**src/rtl/v_row_sequencer.sv**
```systemverilog
// rtl/v_row_sequencer.sv - burst row walker for the four-bank vector arbiter with buffered stream output
module v_row_sequencer #(
   parameter int READ_LAT   = 1,
   parameter int FIFO_DEPTH = 4
) (
   input  logic        clock,
   input  logic        reset,
   input  logic        start,
   input  logic [10:0] start_row,
   input  logic [10:0] num_rows,
   input  logic        half_sel,
   output logic [10:0] rowno,
   output logic        count2,
   output logic        row_issue,
   input  logic [47:0] vout_in,
   output logic [47:0] vec_data,
   output logic        vec_valid,
   input  logic        vec_ready,
   output logic        vec_last,
   output logic        busy,
   output logic        done
);

   localparam int AW = $clog2(FIFO_DEPTH);

   localparam logic [1:0] S_IDLE   = 2'd0;
   localparam logic [1:0] S_READ   = 2'd1;
   localparam logic [1:0] S_WAITSP = 2'd2;
   localparam logic [1:0] S_DRAIN  = 2'd3;

   logic [1:0]    state;
   logic [2:0]    lat_cnt;
   logic [10:0]   remaining;
   logic          burst_done;
   logic          zero_done;

   logic [48:0]   mem [FIFO_DEPTH];
   logic [AW-1:0] wr_ptr;
   logic [AW-1:0] rd_ptr;
   logic [AW:0]   fcount;
   logic [AW:0]   fcount_next;

   logic          push;
   logic          pop;
   logic          final_row;
   logic          head_last;

   assign push        = (state == S_READ) && (lat_cnt == 3'(READ_LAT));
   assign pop         = vec_valid && vec_ready;
   assign final_row   = (remaining == 11'd1);
   assign fcount_next = fcount + {{AW{1'b0}}, push} - {{AW{1'b0}}, pop};
   assign head_last   = mem[rd_ptr][48];

   assign vec_valid = (fcount != '0);
   assign vec_last  = vec_valid && head_last;
   assign vec_data  = vec_valid ? mem[rd_ptr][47:0] : 48'd0;
   assign row_issue = (state == S_READ) && (lat_cnt == 3'd0);
   // done from a real burst lands in IDLE, so busy must still cover that cycle
   assign busy      = (state != S_IDLE) || burst_done;
   assign done      = burst_done || zero_done;

   always_ff @(posedge clock) begin
      if (push) begin
         mem[wr_ptr] <= {final_row, vout_in};
      end
   end

   always_ff @(posedge clock) begin
      if (reset) begin
         wr_ptr <= '0;
         rd_ptr <= '0;
         fcount <= '0;
      end else begin
         if (push) begin
            wr_ptr <= wr_ptr + AW'(1);
         end
         if (pop) begin
            rd_ptr <= rd_ptr + AW'(1);
         end
         fcount <= fcount_next;
      end
   end

   always_ff @(posedge clock) begin
      if (reset) begin
         state      <= S_IDLE;
         rowno      <= 11'd0;
         count2     <= 1'b0;
         lat_cnt    <= 3'd0;
         remaining  <= 11'd0;
         burst_done <= 1'b0;
         zero_done  <= 1'b0;
      end else begin
         burst_done <= 1'b0;
         zero_done  <= 1'b0;
         case (state)
            S_IDLE: begin
               if (start && !burst_done) begin
                  if (num_rows != 11'd0) begin
                     rowno     <= start_row;
                     count2    <= half_sel;
                     remaining <= num_rows;
                     lat_cnt   <= 3'd0;
                     state     <= S_READ;
                  end else begin
                     zero_done <= 1'b1;
                  end
               end
            end
            S_READ: begin
               if (push) begin
                  remaining <= remaining - 11'd1;
                  if (final_row) begin
                     state <= S_DRAIN;
                  end else begin
                     // rowno advances even when stalling so WAITSP holds the next row
                     rowno   <= rowno + 11'd1;
                     lat_cnt <= 3'd0;
                     if (fcount_next >= (AW+1)'(FIFO_DEPTH)) begin
                        state <= S_WAITSP;
                     end
                  end
               end else begin
                  lat_cnt <= lat_cnt + 3'd1;
               end
            end
            S_WAITSP: begin
               if (fcount < (AW+1)'(FIFO_DEPTH)) begin
                  lat_cnt <= 3'd0;
                  state   <= S_READ;
               end
            end
            S_DRAIN: begin
               if (pop && head_last) begin
                  burst_done <= 1'b1;
                  state      <= S_IDLE;
               end
            end
            default: state <= S_IDLE;
         endcase
      end
   end

endmodule

```
**config.mk**
```make
export PLATFORM = sky130hd
export DESIGN_NAME = v_row_sequencer
export DESIGN_NICKNAME = d
export VERILOG_FILES = /design/src/rtl/v_row_sequencer.sv
export SDC_FILE = /design/constraint.sdc
export NUM_CORES = 1
export LEC_CHECK = 0
export CAP_MARGIN = 20
export CORE_MARGIN = 3
export CORE_UTILIZATION = 32
export CTS_BUF_LIST = sky130_fd_sc_hd__clkbuf_2
export DETAILED_ROUTE_END_ITERATION = 10
export DONT_BUFFER_PORTS = 1
export GPL_TIMING_DRIVEN = 0
export PLACE_DENSITY_LB_ADDON = 0.1
export SYNTH_ARGS = -nofsm -noshare
export SYNTH_HDL_FRONTEND = slang
export SYNTH_SLANG_ARGS = --single-unit
```
**constraint.sdc**
```tcl
create_clock -name clock -period 2.4 [get_ports clock]
set_input_delay 0.48 -clock clock [delete_from_list [all_inputs] [get_ports clock]]
set_output_delay 0.48 -clock clock [all_outputs]
set_load 0.005 [all_outputs]
```
# Yosys cells after proc, flatten, opt, wreduce, memory -nomap -nowiden
# Memory sizes are Yosys's and may differ from the RTL's. A register that Yosys moved wholly into a read port is not among the register bits.
# Cells that the tools add are included.
# word_totals
reg_bits	37
latch_bits	0
mem_bits_rw	196
mem_bits_ro	0
in_bits	75
output_inout_bits	65
word_cells	89
mem_count	1
# mem_list
memory	depth	width	rd	rd_ports_with_merged_regs	wr	line_no	text
mem	4	49	1	1	1	37	logic [48:0] mem [FIFO_DEPTH];
# op_classes
add_sub_neg	7
mul	0
n_div	0
magnitude_cmp	2
n_eq_ne	13
shift	0
mux	30
bitwise	3
n_reduce_logical	23
# op_table
op	count
11-bit 2-to-1 mux	7
48-bit 2-to-1 mux	1
11-bit case mux with 2 select lines	2
2-bit 2-to-1 mux	9
3-bit 2-to-1 mux	5
2-bit inequality test (second input constant)	6
11-bit by 1-bit adder with 11-bit output (second input constant)	1
11-bit by 1-bit equality test with 1-bit output (second input constant)	1
11-bit nonzero test	1
11-bit by 1-bit subtractor with 11-bit output (second input constant)	1
5-bit AND reduction	2
3-bit case mux with 3 select lines	1
2-bit case mux with 4 select lines	1
1-bit logical AND	6
6-bit AND reduction	1
3-bit nonzero test	2
2-bit by 1-bit adder with 2-bit output (second input constant)	2
2-bit equality test (second input constant)	2
1-bit 2-to-1 mux	4
4-bit AND reduction	1
2-bit nonzero test	2
3-bit by 1-bit adder with 3-bit output	1
3-bit by 1-bit adder with 3-bit output (second input constant)	1
3-bit by 1-bit equality test with 1-bit output (second input constant)	1
14 further kinds	17

# Depth between registers and ports, before layout
# depth
ltp_word	9
mapped_depth	13
depth_no_buf	12

# Least setup slack after synthesis
# Ideal clock, no wire load.
# synth_path
path_type	reg2reg
from	register lat_cnt[0]
to	memory mem[0][0] (enable)
setup_time_ns	0.412
arrival_ns	2.148
required_ns	1.988
path_slack_ns	-0.159
path_stages_with_launch	5
n_path_buf	1
synth_period_minus_slack_ns	2.559
path_cell_list	dfxtp_1 -> ha_1 -> and4bb_2 -> buf_2 -> and2_1
# synth_between
elab_chain_len	4
# synth_lines
item	line_no	text
from (decl)	32	logic [2:0] lat_cnt;
from (signal assigned)	124	lat_cnt <= lat_cnt + 3'd1;
3-bit by 1-bit equality test with 1-bit output	48	assign push = (state == S_READ) && (lat_cnt == 3'(READ_LAT));
1-bit logical AND	48	
1-bit 2-to-1 mux	63	if (push) begin
1-bit 2-to-1 mux (implied by the code)	64	mem[wr_ptr] <= {final_row, vout_in};
to (decl)	37	
# Every way passes these cells.

==> flow_metrics.env <==
export IMPL_fin_crit_ns=2.660
export IMPL_min_period_over_period_pct=110.9
export IMPL_row_count=62
export IMPL_cp_start_kind="register"
export IMPL_chipWidth_um=179.8
export IMPL_async_reset_ff_share_pct=0
export IMPL_required_ns=1.92
export IMPL_io_pins=140
export IMPL_fin_nets=843
export IMPL_synth_cell_types=55
export IMPL_antenna_found_initial=2
export IMPL_finalInstanceArea_um2=12080
export IMPL_ys_seq_area_share_pct=69.01
export IMPL_synth_fp_nets=685
export IMPL_synth_area_per_cell_um2=16.18
export IMPL_cts_root_buf="clkbuf_2"
export IMPL_yosysWarnings=0
export IMPL_fin_ws_ns=-0.2604
export IMPL_core_area_um2=29250
export IMPL_worst_ep_arrival_time_ns=2.18
export IMPL_hold_class="in -> reg"
export IMPL_grt_setup_unrepaired="yes"
export IMPL_r2r_setup_slack_ns=-0.25
export IMPL_worstMarginPinSlew_ns=0.8414
export IMPL_worstSkewPairLatency_ns=0.84
export IMPL_timing_slew_headroom_pct=43.90
export IMPL_cts_buffers=60
export IMPL_die_y_um=179.8
export IMPL_max_freq_mhz=375.9
export IMPL_p_per_area_nw_per_um2=1001
export IMPL_power_leakage_uw=0.004108
export IMPL_cts_max_level=2
export IMPL_die_area_um2=32310
export IMPL_area_growth_pct=25.07
export IMPL_track_usage_pct=14.09
export IMPL_start_util_pct=33.03
export IMPL_place_area_um2=10160
export IMPL_grt_pass1_vias=6334
export IMPL_syn_area_um2=9661
export IMPL_final_util_pct=41.32
export IMPL_drv_cap=0
export IMPL_drtAntennaViolNets=0
export IMPL_finalMaxSlewViolations=0
export IMPL_first_pass_iters=5
export IMPL_dominantRegCellSynth="edfxtp_1"
export IMPL_setup_viol=52
export IMPL_dp_hpwl_mm=13.90
export IMPL_drt_iter0_drc=328
export IMPL_clk_path_buf_depth=3
export IMPL_cts_tree="yes"
export IMPL_worstSetupPathType="reg -> out"
export IMPL_setup_tns_ns=-10.98
export IMPL_wire_per_inst_um=19.60
export IMPL_vias=5862
export IMPL_grt_max_degree=50
export IMPL_vdd_drop_max_uv=514.7
export IMPL_hold_violations=0
export IMPL_grt_pass1_wl_mm=36.05
export IMPL_path_clk_slew_ns=0.10
export IMPL_drc_errors=0
export IMPL_cp_end_kind="output port"
export IMPL_syn_inst=597
export IMPL_cp_max_fo=8
export IMPL_yosys_register_bits=235
export IMPL_synth_edff_count=196
export IMPL_violations="negative setup slack"
export IMPL_placed_cells=981
export IMPL_io_buffers=0
export IMPL_finClkSkew_ns=0.06644
export IMPL_drt_total_wl_mm=23.29
export IMPL_clock_sinks=235
export IMPL_viasPerCell=4.934
export IMPL_status="finished, violations left"
export IMPL_place_gp_congestion=0.8128
export IMPL_grt_overflow=0
export IMPL_finalNonFillerCells=1188
export IMPL_final_layout_size_suffix_gt1_share_pct=35.16
==> stage by stage <==
step	hold WS, ns	setup WS, ns	power (uW)
after floorplan	0.4492	0.02362	7427
after global placement	0.4699	-0.2873	8315
after detailed placement	0.4718	-0.2780	8360
after CTS	0.08280	-0.4182	11870
after global routing	0.1528	-0.4135	12940
final	0.2043	-0.2604	12090
==> layout make-up <==
cell class / instances / area, um2
inverters: 14 / 52.55
clock buffers: 90 / 450.4
flip-flops and latches: 235 / 6680
plain buffers: 28 / 301.5
multi-input cells: 318 / 3017
repair buffers: 98 / 1007
clock inverters: 19 / 88.84
diodes: 2 / 5.005
well taps: 384 / 480.5
fillers: 2685 / 17160
==> layer usage <==
| layer | share of wire (%) | vias up | global-route usage [%] |
|---|---|---|---|
| met5 | 0 | - | 0 |
| met4 | 1.7 | 0 | 4.703 |
| met3 | 6.7 | 37 | 4.466 |
| met2 | 50 | 199 | 23.59 |
| met1 | 42 | 2941 | 17.37 |
| li1 | - | 2685 | - |
==> power breakdown <==
group	leakage (uW)	internal, uW	total [uW]	switching, uW
sequential	0.00209	4760	5030	275
combinational	0.00160	2340	4460	2110
clock	0.000421	1010	2600	1590
==> state kept, by name, indices dropped and copies added, names as in the netlist, named ones only <==
| register | flops |
|---|---|
| burst_done | 1 |
| count2 | 1 |
| fcount | 3 |
| lat_cnt | 3 |
| mem | 196 |
| rd_ptr | 2 |
| remaining | 11 |
| rowno | 11 |
| state | 2 |
| wr_ptr | 2 |
| zero_done | 1 |
==> cell usage after synthesis (6+ instances only) <==
cell | instances | area [um2]
edfxtp_1 | 196 | 5886
nor2_1 | 21 | 78.83
o21ai_0 | 17 | 85.08
clkbuf_1 | 17 | 63.81
nor2b_1 | 7 | 43.79
ha_1 | 12 | 150.1
nand3_1 | 8 | 40.04
a21oi_1 | 28 | 140.1
nand2b_1 | 7 | 43.79
dfxtp_1 | 39 | 780.8
mux4_2 | 49 | 1104
and2_1 | 54 | 337.8
a211oi_1 | 6 | 45.04
inv_1 | 14 | 52.55
or2_2 | 9 | 56.30
buf_2 | 7 | 35.03
nand2_1 | 25 | 93.84
nor3_1 | 8 | 40.04
==> worst paths after layout <==
kind	from	to	cells past startpoint
setup / recovery	register	vec_data[42]	4
hold / removal	num_rows[5]	state[0]	4
setup reg to reg	fcount[1]	state[0]	12
hold reg to reg	remaining[10]	remaining[10]	2
==> what timing repair did <==
action / in CTS / in global routing
endpoints found under the hold margin: 225 / 0
gates resized for setup: 92 / 37
buffers inserted: 8 / 10
hold buffers: 76 / 0
setup endpoints to repair: 54 / 66
cloned: 1 / 4
pin swaps: 13 / 18
==> worst max-delay path: stages (launching register included) <==
cell       delay, ns
dfxtp_4         0.39
buf_12          0.16
clkbuf_16       0.17
mux4_2          0.51
and2_4          0.16
==> cells by family (layout without fill, tap and decap cells) <==
kind of cell	after synthesis	count (layout)	synth area share, %
DFF	235	235	69.01
buffers and inverters	45	249	1.956
muxes	51	51	11.63
xor gates and xnor gates	4	4	0.3627
AOI/OAI and AO/OA	84	84	5.608
and+or+nand+nor	165	166	9.675
adders and majority gates	13	13	1.761
other	0	2	0
==> layout by cell type (no fill, tap or decap), types with 6 or more instances in the layout <==
cell,n
edfxtp_1,196
ha_1,10
dfxtp_1,32
or2_2,9
dlygate4sd3_1,76
nor3_1,8
nor2_1,21
mux4_2,49
nand3_1,8
nor2b_1,6
nand2_1,25
buf_6,9
clkinv_1,10
clkbuf_2,90
and2_4,50
a21oi_1,28
a211oi_1,6
clkinv_2,7
o21ai_0,17
nand2b_1,6
buf_4,16
inv_1,13
No activity file was read; power rests on OpenSTA's default activity.
